File: src/rtl/usr_reg_rd_initiator.sv
// rtl/usr_reg_rd_initiator.sv - host-side initiator for the user register read path
//
// Accepts one host read request at a time, issues a single-cycle read strobe
// with a held address, waits RD_WAIT cycles for the read switch data to
// settle, samples it and holds it as a response until the host takes it.
//
// Optional feature macro: USR_REG_RD_ALIGN_CHK_EN
//   defined   : misaligned addresses (addr[1:0] != 0) get an immediate error
//               response with no strobe.
//   undefined : err is constant 0 and the address low bits are forced to 0.
//
// Ports:
//   clk, rst           clock, asynchronous active-high reset
//   i_host_rd_valid    host read request valid
//   o_host_rd_ready    request accepted on valid & ready (IDLE and not in reset)
//   i_host_rd_addr     request byte address
//   o_host_rsp_valid   response valid, held until i_host_rsp_ready
//   i_host_rsp_ready   host accepts the response
//   o_host_rsp_data    read data
//   o_host_rsp_err     misaligned-address error
//   o_usr_reg_rd       one-cycle read strobe toward the read switch
//   o_usr_reg_addr     read address, held from acceptance to next acceptance
//   i_usr_reg_data     registered data from the read switch
//   o_busy             high whenever not IDLE
module usr_reg_rd_initiator #(
  parameter int DATA_WIDTH = 32,
  parameter int ADDR_WIDTH = 32,
  parameter int RD_WAIT    = 4
) (
  input  logic                  clk,
  input  logic                  rst,
  input  logic                  i_host_rd_valid,
  output logic                  o_host_rd_ready,
  input  logic [ADDR_WIDTH-1:0] i_host_rd_addr,
  output logic                  o_host_rsp_valid,
  input  logic                  i_host_rsp_ready,
  output logic [DATA_WIDTH-1:0] o_host_rsp_data,
  output logic                  o_host_rsp_err,
  output logic                  o_usr_reg_rd,
  output logic [ADDR_WIDTH-1:0] o_usr_reg_addr,
  input  logic [DATA_WIDTH-1:0] i_usr_reg_data,
  output logic                  o_busy
);

  localparam logic [1:0] S_IDLE  = 2'd0;
  localparam logic [1:0] S_ISSUE = 2'd1;
  localparam logic [1:0] S_WAIT  = 2'd2;
  localparam logic [1:0] S_RESP  = 2'd3;

  // Counter starts at RD_WAIT-1 in the cycle after the strobe, so the sample
  // edge lands RD_WAIT cycles after the strobe cycle.
  localparam logic [3:0] WAIT_LOAD = 4'(RD_WAIT - 1);

  logic [1:0]            state;
  logic [3:0]            wait_cnt;
  logic                  rd_fire;
  logic                  misaligned;
  logic [ADDR_WIDTH-1:0] addr_cap;

  assign o_host_rd_ready = (state == S_IDLE) & ~rst;
  assign rd_fire         = i_host_rd_valid & o_host_rd_ready;
  assign o_usr_reg_rd    = (state == S_ISSUE);
  assign o_busy          = (state != S_IDLE);

`ifdef USR_REG_RD_ALIGN_CHK_EN
  assign misaligned = |i_host_rd_addr[1:0];
  assign addr_cap   = i_host_rd_addr;
`else
  // Word-aligned accesses only: drop the byte offset rather than reject it.
  assign misaligned = 1'b0;
  assign addr_cap   = i_host_rd_addr & ~ADDR_WIDTH'(3);
`endif

`ifdef USR_REG_RD_ALIGN_CHK_EN
  logic err_q;
  assign o_host_rsp_err = err_q;
`else
  assign o_host_rsp_err = 1'b0;
`endif

  always_ff @(posedge clk or posedge rst) begin
    if (rst) begin
      state            <= S_IDLE;
      wait_cnt         <= 4'd0;
      o_host_rsp_valid <= 1'b0;
      o_host_rsp_data  <= '0;
      o_usr_reg_addr   <= '0;
`ifdef USR_REG_RD_ALIGN_CHK_EN
      err_q            <= 1'b0;
`endif
    end else begin
      case (state)
        S_IDLE: begin
          if (rd_fire) begin
            o_usr_reg_addr <= addr_cap;
            if (misaligned) begin
              // Error response straight away; the read switch is never touched.
              o_host_rsp_valid <= 1'b1;
              o_host_rsp_data  <= '0;
`ifdef USR_REG_RD_ALIGN_CHK_EN
              err_q            <= 1'b1;
`endif
              state            <= S_RESP;
            end else begin
              state <= S_ISSUE;
            end
          end
        end
        S_ISSUE: begin
          wait_cnt <= WAIT_LOAD;
          state    <= S_WAIT;
        end
        S_WAIT: begin
          if (wait_cnt == 4'd0) begin
            o_host_rsp_data  <= i_usr_reg_data;
            o_host_rsp_valid <= 1'b1;
`ifdef USR_REG_RD_ALIGN_CHK_EN
            err_q            <= 1'b0;
`endif
            state            <= S_RESP;
          end else begin
            wait_cnt <= wait_cnt - 4'd1;
          end
        end
        S_RESP: begin
          // Data and err are left at their last values after the handshake.
          if (i_host_rsp_ready) begin
            o_host_rsp_valid <= 1'b0;
            state            <= S_IDLE;
          end
        end
        default: state <= S_IDLE;
      endcase
    end
  end

endmodule
File: config.mk
export PLATFORM = sky130hd
export DESIGN_NAME = usr_reg_rd_initiator
export DESIGN_NICKNAME = d
export VERILOG_FILES = /design/src/rtl/usr_reg_rd_initiator.sv
export SDC_FILE = /design/constraint.sdc
export NUM_CORES = 1
export LEC_CHECK = 0
export CORE_UTILIZATION = 32
export DETAILED_ROUTE_END_ITERATION = 12
export GPL_TIMING_DRIVEN = 1
export PLACE_DENSITY = 0.76
export SYNTH_ARGS = -nofsm -noshare
export SYNTH_HDL_FRONTEND = slang
export SYNTH_SLANG_ARGS = --single-unit
File: constraint.sdc
create_clock -name clk -period 2.3 [get_ports clk]
set_clock_uncertainty 0.05 [all_clocks]
set_input_delay 0.23 -clock clk [delete_from_list [all_inputs] [get_ports clk]]
set_output_delay 0.23 -clock clk [all_outputs]
set_load 0.01 [all_outputs]
### Word-level counts from Yosys, hierarchy flattened

Cells that the tools add are included.

| storage, ports and cells | value |
|---|---|
| flip-flop bits (word level) | 69 |
| bits of input ports | 68 |
| output and inout bits | 69 |
| logic and storage cells | 35 |

| cells by class | value |
|---|---|
| add/sub/neg operators | 1 |
| equal/unequal tests | 7 |
| muxes and demuxes | 9 |
| bitwise logic cells | 3 |
| reductions and logical operators | 10 |

Operators by type and width:

| operator | number |
|---|---|
| 2-bit inequality test, second input constant | 4 |
| 2-bit one-hot mux with 4 select lines | 1 |
| 4-bit one-hot mux with 2 select lines | 1 |
| 2-bit 2-to-1 mux | 3 |
| 2-bit AND reduction | 3 |
| 3-bit AND reduction | 2 |
| 2-bit nonzero test | 3 |
| 2-bit == test, second input constant | 2 |
| 4-bit zero test | 1 |
| 4-bit 2-to-1 mux | 1 |
| 4-bit by 1-bit subtractor with 4-bit output, second input constant | 1 |
| 1-bit AND | 2 |
| 2-bit by 1-bit == test with 1-bit output, second input constant | 1 |
| 2-bit zero test | 1 |
| 1-bit 2-to-1 mux | 2 |
| 1-bit one-hot mux with 2 select lines | 1 |
| 1-bit NOT | 1 |

### Depth between registers and ports, before layout

| depth | value |
|---|---|
| depth after elaboration | 5 |
| depth in mapped cells | 6 |
| mapped depth without buffers | 5 |

### Least setup slack after synthesis

OpenSTA, ideal clock, no wires.

| path | value |
|---|---|
| path type | register -> register |
| start | register wait_cnt[0] |
| end | register state[1] |
| setup time | 0.128 ns |
| arrival | 1.635 ns |
| data required time | 2.122 ns |
| setup slack | 0.488 ns |
| cell stages (with the launch flop) | 6 |
| path buffers | 0 |
| period minus slack after synthesis | 1.812 ns |
| path through | dfrtp_1 -> inv_1 -> ha_1 -> or3b_4 -> a221oi_2 -> mux2_1 |

| between the ends | value |
|---|---|
| word-level cells in the longest chain between the ends | 3 |

Ends and longest elaborated chain:

| element | RTL line | text |
|---|---|---|
| start: declaration | 55 | `logic [3:0] wait_cnt;` |
| start signal: assignment | 122 | `wait_cnt <= wait_cnt - 4'd1;` |
| 4-bit zero test | 114 | `if (wait_cnt == 4'd0) begin` |
| 2-bit inequality test (no line) | - |  |
| 3-bit AND reduction (no line) | - |  |
| end signal: assignment | 111 | `state <= S_WAIT;` |
| end signal: assignment | 120 | `state <= S_RESP;` |
| end signal: assignment | 129 | `state <= S_IDLE;` |
| end: declaration | 54 | `logic [1:0] state;` |

Every way passes these cells.
A chain may end at the register's enable or synchronous reset.

### Final worst setup path

| path | value |
|---|---|
| start | register state[0] |
| end | output o_host_rd_ready |

| between the ends | value |
|---|---|
| word-level cells in the longest chain between the ends | 2 |

Ends and longest elaborated chain:

| element | RTL line | text |
|---|---|---|
| start signal: assignment | 83 | `state <= S_IDLE;` |
| start signal: assignment | 103 | `state <= S_RESP;` |
| start signal: assignment | 105 | `state <= S_ISSUE;` |
| 2-bit zero test | 60 | `assign o_host_rd_ready = (state == S_IDLE) & ~rst;` |
| 1-bit AND | 60 |  |
| end: declaration | 33 | `output logic o_host_rd_ready,` |

Every way passes these cells.

==> reports/results.ini <==
[synth]
synthesis.area_um2 = 2785
synth_flop_cell = dfrtp_1
synth_common_cells = 69 x dfrtp_1, 32 x mux2_2, 31 x mux2_1
synth_warnings = 0
synth_edf_count = 0
synth_top_area_share_pct = 61.99
synth.most_common_cell = dfrtp_1
synth_cells = 183
synthArstFlopShare_pct = 100.0
ys_seq_area_share_pct = 61.99
postSynthAreaPerCell_um2 = 15.22
yosysTopAreaCell = dfrtp_1
ys_ff_latch = 69
netlist-cell-type-count = 26
synth.top_cells.by_area = dfrtp_1 62%, mux2_2 13%, mux2_1 13%

[power_and_ir_drop]
p_leak_nw = 1.919
vdd_drop_max_uv = 504.4
cellPowerDensity_nw_per_um2 = 1283

[critical_path]
critPathMaxStageDelay_ns = 0.57
worst_ep_required_time_ns = 2.02
path_class = register to output pin
cp_cell_sequence = inv_1 > ha_1 > nor2b_1 > clkdlybuf4s50_1
worstSetupStartpointType = register
crit_path_top_delay_cell = clkdlybuf4s50_1
crit_arrival_ns = 1.84
worstPathMaxFanout = 4
r2r_slack_ns = 0.36
crit_family = buffers and inverters
worst-path-buf-inv = 2
cp-end-kind = output pin

[sta]
setup-tns-final_ns = 0
setup_viol = 0
rsz0062_at_grt = false
fmax_mhz = 472.0
hold_slack_ns = 0.1840
final.min_clock_period_ns = 2.119
period_share_pct = 92.12
hold_viol = 0
drv_slew = 0

[global_route]
gr-total-overflow = 0
grt_pass1_wl_um = 9370
grt_max_degree = 33
antenna_found_initial = 0
grt_usage_pct = 13.83
grt_pass1_vias = 2084

[drt]
top_layer_used = met4
wl_met1_um = 2238
dr_wl_met3_um = 776
vias_per_cell = 4.565
wl_met2_um = 2879
drt_wl_total_um = 5986
first_pass_iters = 4
postRouteAntennaNets = 0
wl_per_cell_um = 13.86
drt_iter0_drc = 40
post-route-drc-count = 0
vias = 1972

[clock_tree]
cts.reportedPaths.clkPinSlew_ns = 0.07
cts.path.max_buffers = 2
cts_setup_buffers = 0
cts_num_sinks = 69
worst_skew_pair.late_latency_ns = 0.33
cts-htree-levels = 3
cts_inserted_buffers = 9
clock-root-buffer = clkbuf_8
hold_buffers = 0
cts_resized = 0
cts_tree = yes

[floorplanning]
die_area_um2 = 9081
rows = 33
die_w_um = 95.30
fp.coreArea_um2 = 8299
die_y_um = 95.30
start_util_pct = 33.56
ios = 137

[place]
hpwl_um = 4486
gp_congestion = 0.7432
port_buffers = 131

[finish]
multi_input_area_um2 = 987.2
area_growth_pct = 60.15
seq_area_um2 = 1727
n_antenna_cell = 0
drive_gt1_share_pct = 16.82
final_nets = 396
fill_cells = 745

[min_path]
hold_path_class = input port to asynchronous set/reset pin

[job]
cap_viol_max_count = 0

[status]
status = finished clean

==> kinds of logic (layout without fill, tap and decap cells) <==
logic type | Yosys count | after routing | share of synthesized area [%]
simple gates | 20 | 20 | 4.223
buf+inv | 16 | 158 | 2.830
other cells | 1 | 3 | 0.1346
compound gates | 6 | 6 | 1.932
fa+ha+maj | 6 | 6 | 2.695
mux | 65 | 65 | 26.19
flops | 69 | 69 | 61.99
==> cells in the final DEF (no fill, tap or decap), types with 3 or more instances in the layout <==
master           netlist  layout
conb_1                 1       3
inv_1                  6       5
clkinv_2               0       3
buf_12                 0       3
nand2b_1               3       3
mux2_2                32      32
ha_1                   6       6
clkbuf_8               0       9
nand2_1                3       3
mux2_1                31      31
clkdlybuf4s50_1        0     131
dfrtp_1               69      69
nor2b_1                3       3
nor2_1                 3       3
==> report_power, final <==
group          leakage (nW)  switching [W]  internal [W]
sequential            0.837       0.000295       0.00181
combinational         0.974       0.000953       0.00163
clock                 0.107       0.000429      0.000606
==> sequential cells by signal, summed over array words and instances (netlist names) <==
name	cells
o_host_rsp_data	32
o_usr_reg_addr	30
wait_cnt	4
state	2
o_host_rsp_valid	1
==> final timing paths <==
check,start,end,cells after the start
min in group clk,o_host_rsp_data[29],o_host_rsp_data[29],1
worst min register to register,o_host_rsp_data[29],o_host_rsp_data[29],1
max in group asynchronous,rst,o_host_rsp_data[27],3
worst min-delay path,rst,o_host_rsp_valid,2
worst max-delay path,state[0],o_host_rd_ready,4
worst max register to register,wait_cnt[0],state[1],5
==> stage by stage <==
step | area [um2] | worst slack [ns] | util [%] | power [W] | instances
floorplan | 2793 | 0.2801 | - | 0.003258 | 185
global placement | 4254 | 0.4208 | 51.26 | 0.004664 | 416
detailed placement | 4254 | 0.3678 | 51.26 | 0.004762 | 416
CTS | 4461 | 0.1248 | 53.75 | 0.005836 | 432
global route | 4461 | 0.03375 | 53.75 | 0.006131 | 432
finish | 4461 | 0.1813 | 53.75 | 0.005723 | 432
==> cell type report <==
cell class,instances,area share [%]
Multi-Input combinational cell,100,22.13
Clock buffer,11,2.945
Timing Repair Buffer,136,31.08
Clock inverter,5,1.683
Inverter,6,0.5049
Sequential cell,69,38.71
Tap cell,105,2.945
==> worst reg2reg max path, cell delays in order (launching register included) <==
cell and delay, ns:
dfrtp_1 0.41, inv_1 0.09, ha_1 0.19, or3b_4 0.41
a221oi_2 0.32, mux2_1 0.35
==> per-layer routing <==
metal / GRT usage (%) / up-vias
li1: - / 911
met2: 23.15 / 99
met3: 5.901 / 8
met1: 14.79 / 954
met4: 7.197 / 0
met5: 0 / -
Power figures use the tool's default switching activity.
